**config.mk**
```make
export PLATFORM = sky130hd
export DESIGN_NAME = nv_nvdla_core_soft_reset_seq
export DESIGN_NICKNAME = d
export VERILOG_FILES = /design/src/rtl/nv_nvdla_core_soft_reset_seq.sv
export SDC_FILE = /design/constraint.sdc
export NUM_CORES = 1
export LEC_CHECK = 0
export ABC_AREA = 1
export CAP_MARGIN = 15
export CELL_PAD_IN_SITES_DETAIL_PLACEMENT = 0
export CELL_PAD_IN_SITES_GLOBAL_PLACEMENT = 1
export CORE_ASPECT_RATIO = 1.25
export CORE_MARGIN = 5
export CORE_UTILIZATION = 28
export DETAILED_ROUTE_END_ITERATION = 8
export GPL_ROUTABILITY_DRIVEN = 0
export PLACE_DENSITY_LB_ADDON = 0.05
export SLEW_MARGIN = 40
export SYNTH_ARGS = -nofsm -noshare
export SYNTH_HDL_FRONTEND = slang
export SYNTH_SLANG_ARGS = --single-unit
```
**constraint.sdc**
```tcl
create_clock -name nvdla_clk -period 1.3 [get_ports nvdla_clk]
set_clock_uncertainty 0.2 [all_clocks]
set_input_delay 0.195 -clock nvdla_clk [delete_from_list [all_inputs] [get_ports nvdla_clk]]
set_output_delay 0.195 -clock nvdla_clk [all_outputs]
set_load 0.05 [all_outputs]
```
**src/rtl/nv_nvdla_core_soft_reset_seq.sv**
```systemverilog
// Soft-reset sequencer for the NVDLA core: drains the datapath, pulses core_reset_rstn
// low for a programmed length, then waits for the synchronized reset to cycle.
module nv_nvdla_core_soft_reset_seq #(
    parameter int unsigned LEN_W         = 8,
    parameter int unsigned MIN_ASSERT    = 4,
    parameter int unsigned DRAIN_TIMEOUT = 4095,
    parameter int unsigned TO_W          = 12
) (
    input  logic             nvdla_clk,
    input  logic             dla_reset_rstn,
    input  logic             soft_rst_req,
    input  logic [LEN_W-1:0] soft_rst_len,
    input  logic             drain_ack,
    input  logic             synced_rstn,
    input  logic             timeout_clr,
    output logic             drain_req,
    output logic             core_reset_rstn,
    output logic             soft_rst_busy,
    output logic             soft_rst_done,
    output logic             drain_timeout
);

    typedef enum logic [2:0] {
        S_IDLE,
        S_DRAIN,
        S_ASSERT,
        S_RELEASE,
        S_DONE
    } state_e;

    localparam logic [LEN_W-1:0] MIN_LEN   = LEN_W'(MIN_ASSERT);
    localparam logic [TO_W-1:0]  DRAIN_LAST = TO_W'(DRAIN_TIMEOUT - 1);

    state_e           state_q, state_d;
    logic [LEN_W-1:0] len_q, len_d;
    logic [LEN_W-1:0] assert_cnt_q, assert_cnt_d;
    logic [TO_W-1:0]  drain_cnt_q, drain_cnt_d;
    logic             seen_low_q, seen_low_d;
    logic             drain_req_q, drain_req_d;
    logic             core_rstn_q, core_rstn_d;
    logic             busy_q, busy_d;
    logic             done_q, done_d;
    logic             timeout_q, timeout_d;
    logic             timeout_set;

    // State and registered outputs; core_reset_rstn idles high since dla reset already holds the core
    always_ff @(posedge nvdla_clk or negedge dla_reset_rstn) begin
        if (!dla_reset_rstn) begin
            state_q      <= S_IDLE;
            len_q        <= '0;
            assert_cnt_q <= '0;
            drain_cnt_q  <= '0;
            seen_low_q   <= 1'b0;
            drain_req_q  <= 1'b0;
            core_rstn_q  <= 1'b1;
            busy_q       <= 1'b0;
            done_q       <= 1'b0;
            timeout_q    <= 1'b0;
        end else begin
            state_q      <= state_d;
            len_q        <= len_d;
            assert_cnt_q <= assert_cnt_d;
            drain_cnt_q  <= drain_cnt_d;
            seen_low_q   <= seen_low_d;
            drain_req_q  <= drain_req_d;
            core_rstn_q  <= core_rstn_d;
            busy_q       <= busy_d;
            done_q       <= done_d;
            timeout_q    <= timeout_d;
        end
    end

    // Next-state and next-output logic
    always_comb begin
        state_d      = state_q;
        len_d        = len_q;
        assert_cnt_d = assert_cnt_q;
        drain_cnt_d  = drain_cnt_q;
        seen_low_d   = seen_low_q;
        drain_req_d  = drain_req_q;
        core_rstn_d  = core_rstn_q;
        busy_d       = busy_q;
        done_d       = 1'b0;
        timeout_set  = 1'b0;

        case (state_q)
            S_IDLE: begin
                if (soft_rst_req) begin
                    len_d       = (soft_rst_len < MIN_LEN) ? MIN_LEN : soft_rst_len;
                    drain_cnt_d = '0;
                    seen_low_d  = 1'b0;
                    drain_req_d = 1'b1;
                    busy_d      = 1'b1;
                    state_d     = S_DRAIN;
                end
            end
            S_DRAIN: begin
                drain_cnt_d = drain_cnt_q + TO_W'(1);
                // ack has priority over the timeout on the same edge
                if (drain_ack || (drain_cnt_q == DRAIN_LAST)) begin
                    timeout_set  = ~drain_ack;
                    drain_req_d  = 1'b0;
                    core_rstn_d  = 1'b0;
                    assert_cnt_d = len_q;
                    state_d      = S_ASSERT;
                end
            end
            S_ASSERT: begin
                if (!synced_rstn) begin
                    seen_low_d = 1'b1;
                end
                if (assert_cnt_q == LEN_W'(1)) begin
                    assert_cnt_d = '0;
                    core_rstn_d  = 1'b1;
                    state_d      = S_RELEASE;
                end else begin
                    assert_cnt_d = assert_cnt_q - LEN_W'(1);
                end
            end
            S_RELEASE: begin
                if (!synced_rstn) begin
                    seen_low_d = 1'b1;
                end
                if (seen_low_q && synced_rstn) begin
                    done_d  = 1'b1;
                    busy_d  = 1'b0;
                    state_d = S_DONE;
                end
            end
            S_DONE: begin
                state_d = S_IDLE;
            end
            default: begin
                state_d = S_IDLE;
            end
        endcase

        timeout_d = timeout_set | (timeout_q & ~timeout_clr);
    end

    assign drain_req       = drain_req_q;
    assign core_reset_rstn = core_rstn_q;
    assign soft_rst_busy   = busy_q;
    assign soft_rst_done   = done_q;
    assign drain_timeout   = timeout_q;

endmodule

```
==> flow_metrics.tcl <==
set metrics [dict create \
    cts_tree "done" \
    synth_cells 266 \
    ys.flop_type "dfrtp_1" \
    leakagePower_nw 1.62 \
    clk_pin_slew_worst_paths_ns 0.09 \
    violations "negative setup slack" \
    reg2regPathDepth 8 \
    hpwl_um 4140 \
    synth-edff-count 0 \
    worstSetupStartpoint "state_q[0]$_DFFE_PN0P_" \
    cts_made_buffers 5 \
    r2r_slack_ns -0.25 \
    synthSimpleGateAreaFrac 0.348 \
    yosysSeqAreaShare 0.464 \
    ir_drop_v 0.000903 \
    drc 0 \
    drt_iter0_drc 22 \
    r2r_end "drain_cnt_q[7]$_DFFE_PN0P_" \
    whs_ns 0.188 \
    drt-pass1-iter-count 4 \
    synthArstFlopShare 1.00 \
    fill_cells 689 \
    cts_max_path_buffers 2 \
    min_period_ns 1.55 \
    areaGrowthSynthToFinish_pct 75.3 \
    yosysWarnings 0 \
    setup_violations 36 \
    placed_area_mm2 0.00282 \
    fp.dieW_um 85.5 \
    maxSlewViolCount 0 \
    die_area_mm2 0.00893 \
    final_area_mm2 0.00350 \
    final_nets 375 \
    synth.top_cells.by_count "nand2_1 (92), dfrtp_1 (36), inv_1 (26)" \
    boundaryPins 19 \
    yosys.cell_types.count 29 \
    globalRouteOverflowTotal 0 \
    synth-compound-area-share 0.0815 \
    synthAdderAreaFrac 0.0251 \
    synth_top_cell_by_area "dfrtp_1" \
    r2r_start "state_q[0]$_DFFE_PN0P_" \
    drive_gt1_frac 0.472 \
    ant_nets 0 \
    grt_first_pass_wirelength_um 9200 \
    synth_top_family_by_area "simple AND/OR/NAND/NOR gates" \
    cts.sinks 37 \
    vias 1999 \
    hold_viol_final 0 \
    vias_per_cell 4.46 \
    grt_max_degree 38 \
    hp-class "input pin to asynchronous set/reset pin" \
    yosys.area.top_type_share 0.451 \
    rsz0062_at_grt "yes" \
    core_mm2 0.00698 \
    critPathArrivalTime_ns 1.54 \
    track_usage 0.131 \
    dieHeight_um 104 \
    antenna_found_initial 0 \
    post-place-ws_ns -0.276 \
    cts-root-buf "clkbuf_8" \
    syn_nets 284 \
    diodes 0 \
    tightest_slew_ns 0.253 \
    postSynthAreaPerCell_um2 7.51 \
    wire_per_inst_um 13.1 \
    worstSetupEndpointType "flip-flop" \
    synth_most_common_cell "nand2_1" \
    synth-seq-cells 37 \
    grt_pass1_vias 1960 \
    synth_top_cells_by_area "dfrtp_1 (45%), nand2_1 (17%), nand3_1 (5.8%)" \
    crit_end "drain_cnt_q[7]$_DFFE_PN0P_" \
    powerDensity_mw_per_mm2 2340 \
    io_buffers 18 \
    status "finished, violations left" \
    synthMuxAreaShare 0 \
    netlist_area_mm2 0.00200 \
    relSlewSlack 0.831 \
    fp-row-count 34 \
    fmax_ghz 0.646 \
    cts-htree-levels 2 \
    worstSetupStartpointType "flip-flop" \
    initial_core_util 0.286 \
    critPathKind "flip-flop to flip-flop" \
    maxCapViolCount 0 \
    period_share 1.19 \
    required_ns 1.29 \
    tns_ns -7.11 \
    routed_wl_um 5850 \
    fin_ws_ns -0.248 \
    worst-path-max-fanout 6 \
    synth-xor-area-share 0.00877 \
    insertion_delay_ns 0.30 \
]
-- worst min-delay path by stage --
stage          slack (ns)           start                           to
3_5_place_dp        -0.02  dla_reset_rstn   drain_cnt_q[2]$_DFFE_PN0P_
2_1_floorplan       -0.30  dla_reset_rstn  assert_cnt_q[0]$_DFFE_PN0P_
5_1_grt              0.20  dla_reset_rstn       state_q[2]$_DFFE_PN0P_
3_3_place_gp        -0.02  dla_reset_rstn   drain_cnt_q[2]$_DFFE_PN0P_
4_1_cts              0.19  dla_reset_rstn      soft_rst_done$_DFF_PN0_
6_report             0.19  dla_reset_rstn      soft_rst_done$_DFF_PN0_
-- final cells by class --
cell class	instances	area, um^2	area share
Timing Repair Buffer	87	845	0.241
Inverter	30	130	0.0372
Multi-Input combinational cell	195	1330	0.380
Sequential cell	37	932	0.266
Clock buffer	5	68.8	0.0197
Timing Repair inverter	1	11.3	0.00322
Tap cell	90	113	0.0322
Clock inverter	3	68.8	0.0197
-- stage by stage --
stage	utilization	instances	total power [mW]
after floorplan	-	266	3.92
after global placement	0.405	428	5.61
after detailed placement	0.405	428	5.59
after CTS	0.452	441	7.33
after global routing	0.502	448	8.80
final	0.502	448	8.18
-- critical path, cell delays in order, from the launching register on --
cell and delay, ns:
dfrtp_2 0.47, nor2_4 0.16, buf_6 0.13, nand3_4 0.12
buf_12 0.18, nand2_2 0.05, o21ai_1 0.05, nand2_1 0.06
inv_1 0.04
-- layer usage --
layer | vias to the layer above | routed length [um] | GRT usage
met5 | - | 0 | 0
met4 | 0 | 134 | 0.0543
met3 | 10 | 149 | 0.0230
met2 | 23 | 3210 | 0.236
met1 | 934 | 2360 | 0.150
li1 | 1032 | - | -
-- placed cells by master, fill, tap and decap left out, drive strengths merged --
cell / n
bufinv: 2
o22ai: 2
nor2: 30
dfstp: 1
nor3: 3
nand3b: 1
clkinv: 1
a21oi: 2
ha: 4
o21ai: 24
dfrtp: 36
nand3: 25
clkdlybuf4s50: 12
xnor2: 1
o31ai: 1
nand4: 4
buf: 74
xor2: 1
dlygate4sd3: 1
inv: 31
clkbuf: 5
a2bb2oi: 1
nand2: 96
-- cell families after synthesis --
| logic type | count (synthesis) |
|---|---|
| adder cells (fa/ha/maj) | 4 |
| flip-flops | 37 |
| AO/OA/AOI/OAI | 30 |
| AND/OR/NAND/NOR | 159 |
| buffers and inverters | 34 |
| XOR/XNOR | 2 |
-- state kept, by name, summed over array words and instances (netlist names) --
signal	cells
len_q	8
soft_rst_done	1
core_reset_rstn	1
assert_cnt_q	8
drain_timeout	1
soft_rst_busy	1
drain_req	1
drain_cnt_q	12
state_q	3
seen_low_q	1
-- where the power goes --
| group | total (mW) | internal (mW) | switching [mW] |
|---|---|---|---|
| registers | 1.98 | 1.60 | 0.380 |
| logic | 4.96 | 2.34 | 2.62 |
| clock network | 1.24 | 0.773 | 0.472 |
-- timing repair --
action	CTS	global route
hold buffers	1	0
gates cloned	1	1
pin swaps	9	24
gates resized for setup	44	75
hold endpoints to repair	37	0
setup endpoints to repair	36	40
buffers inserted	3	6
Note: power is estimated with default switching activity, not from simulation.
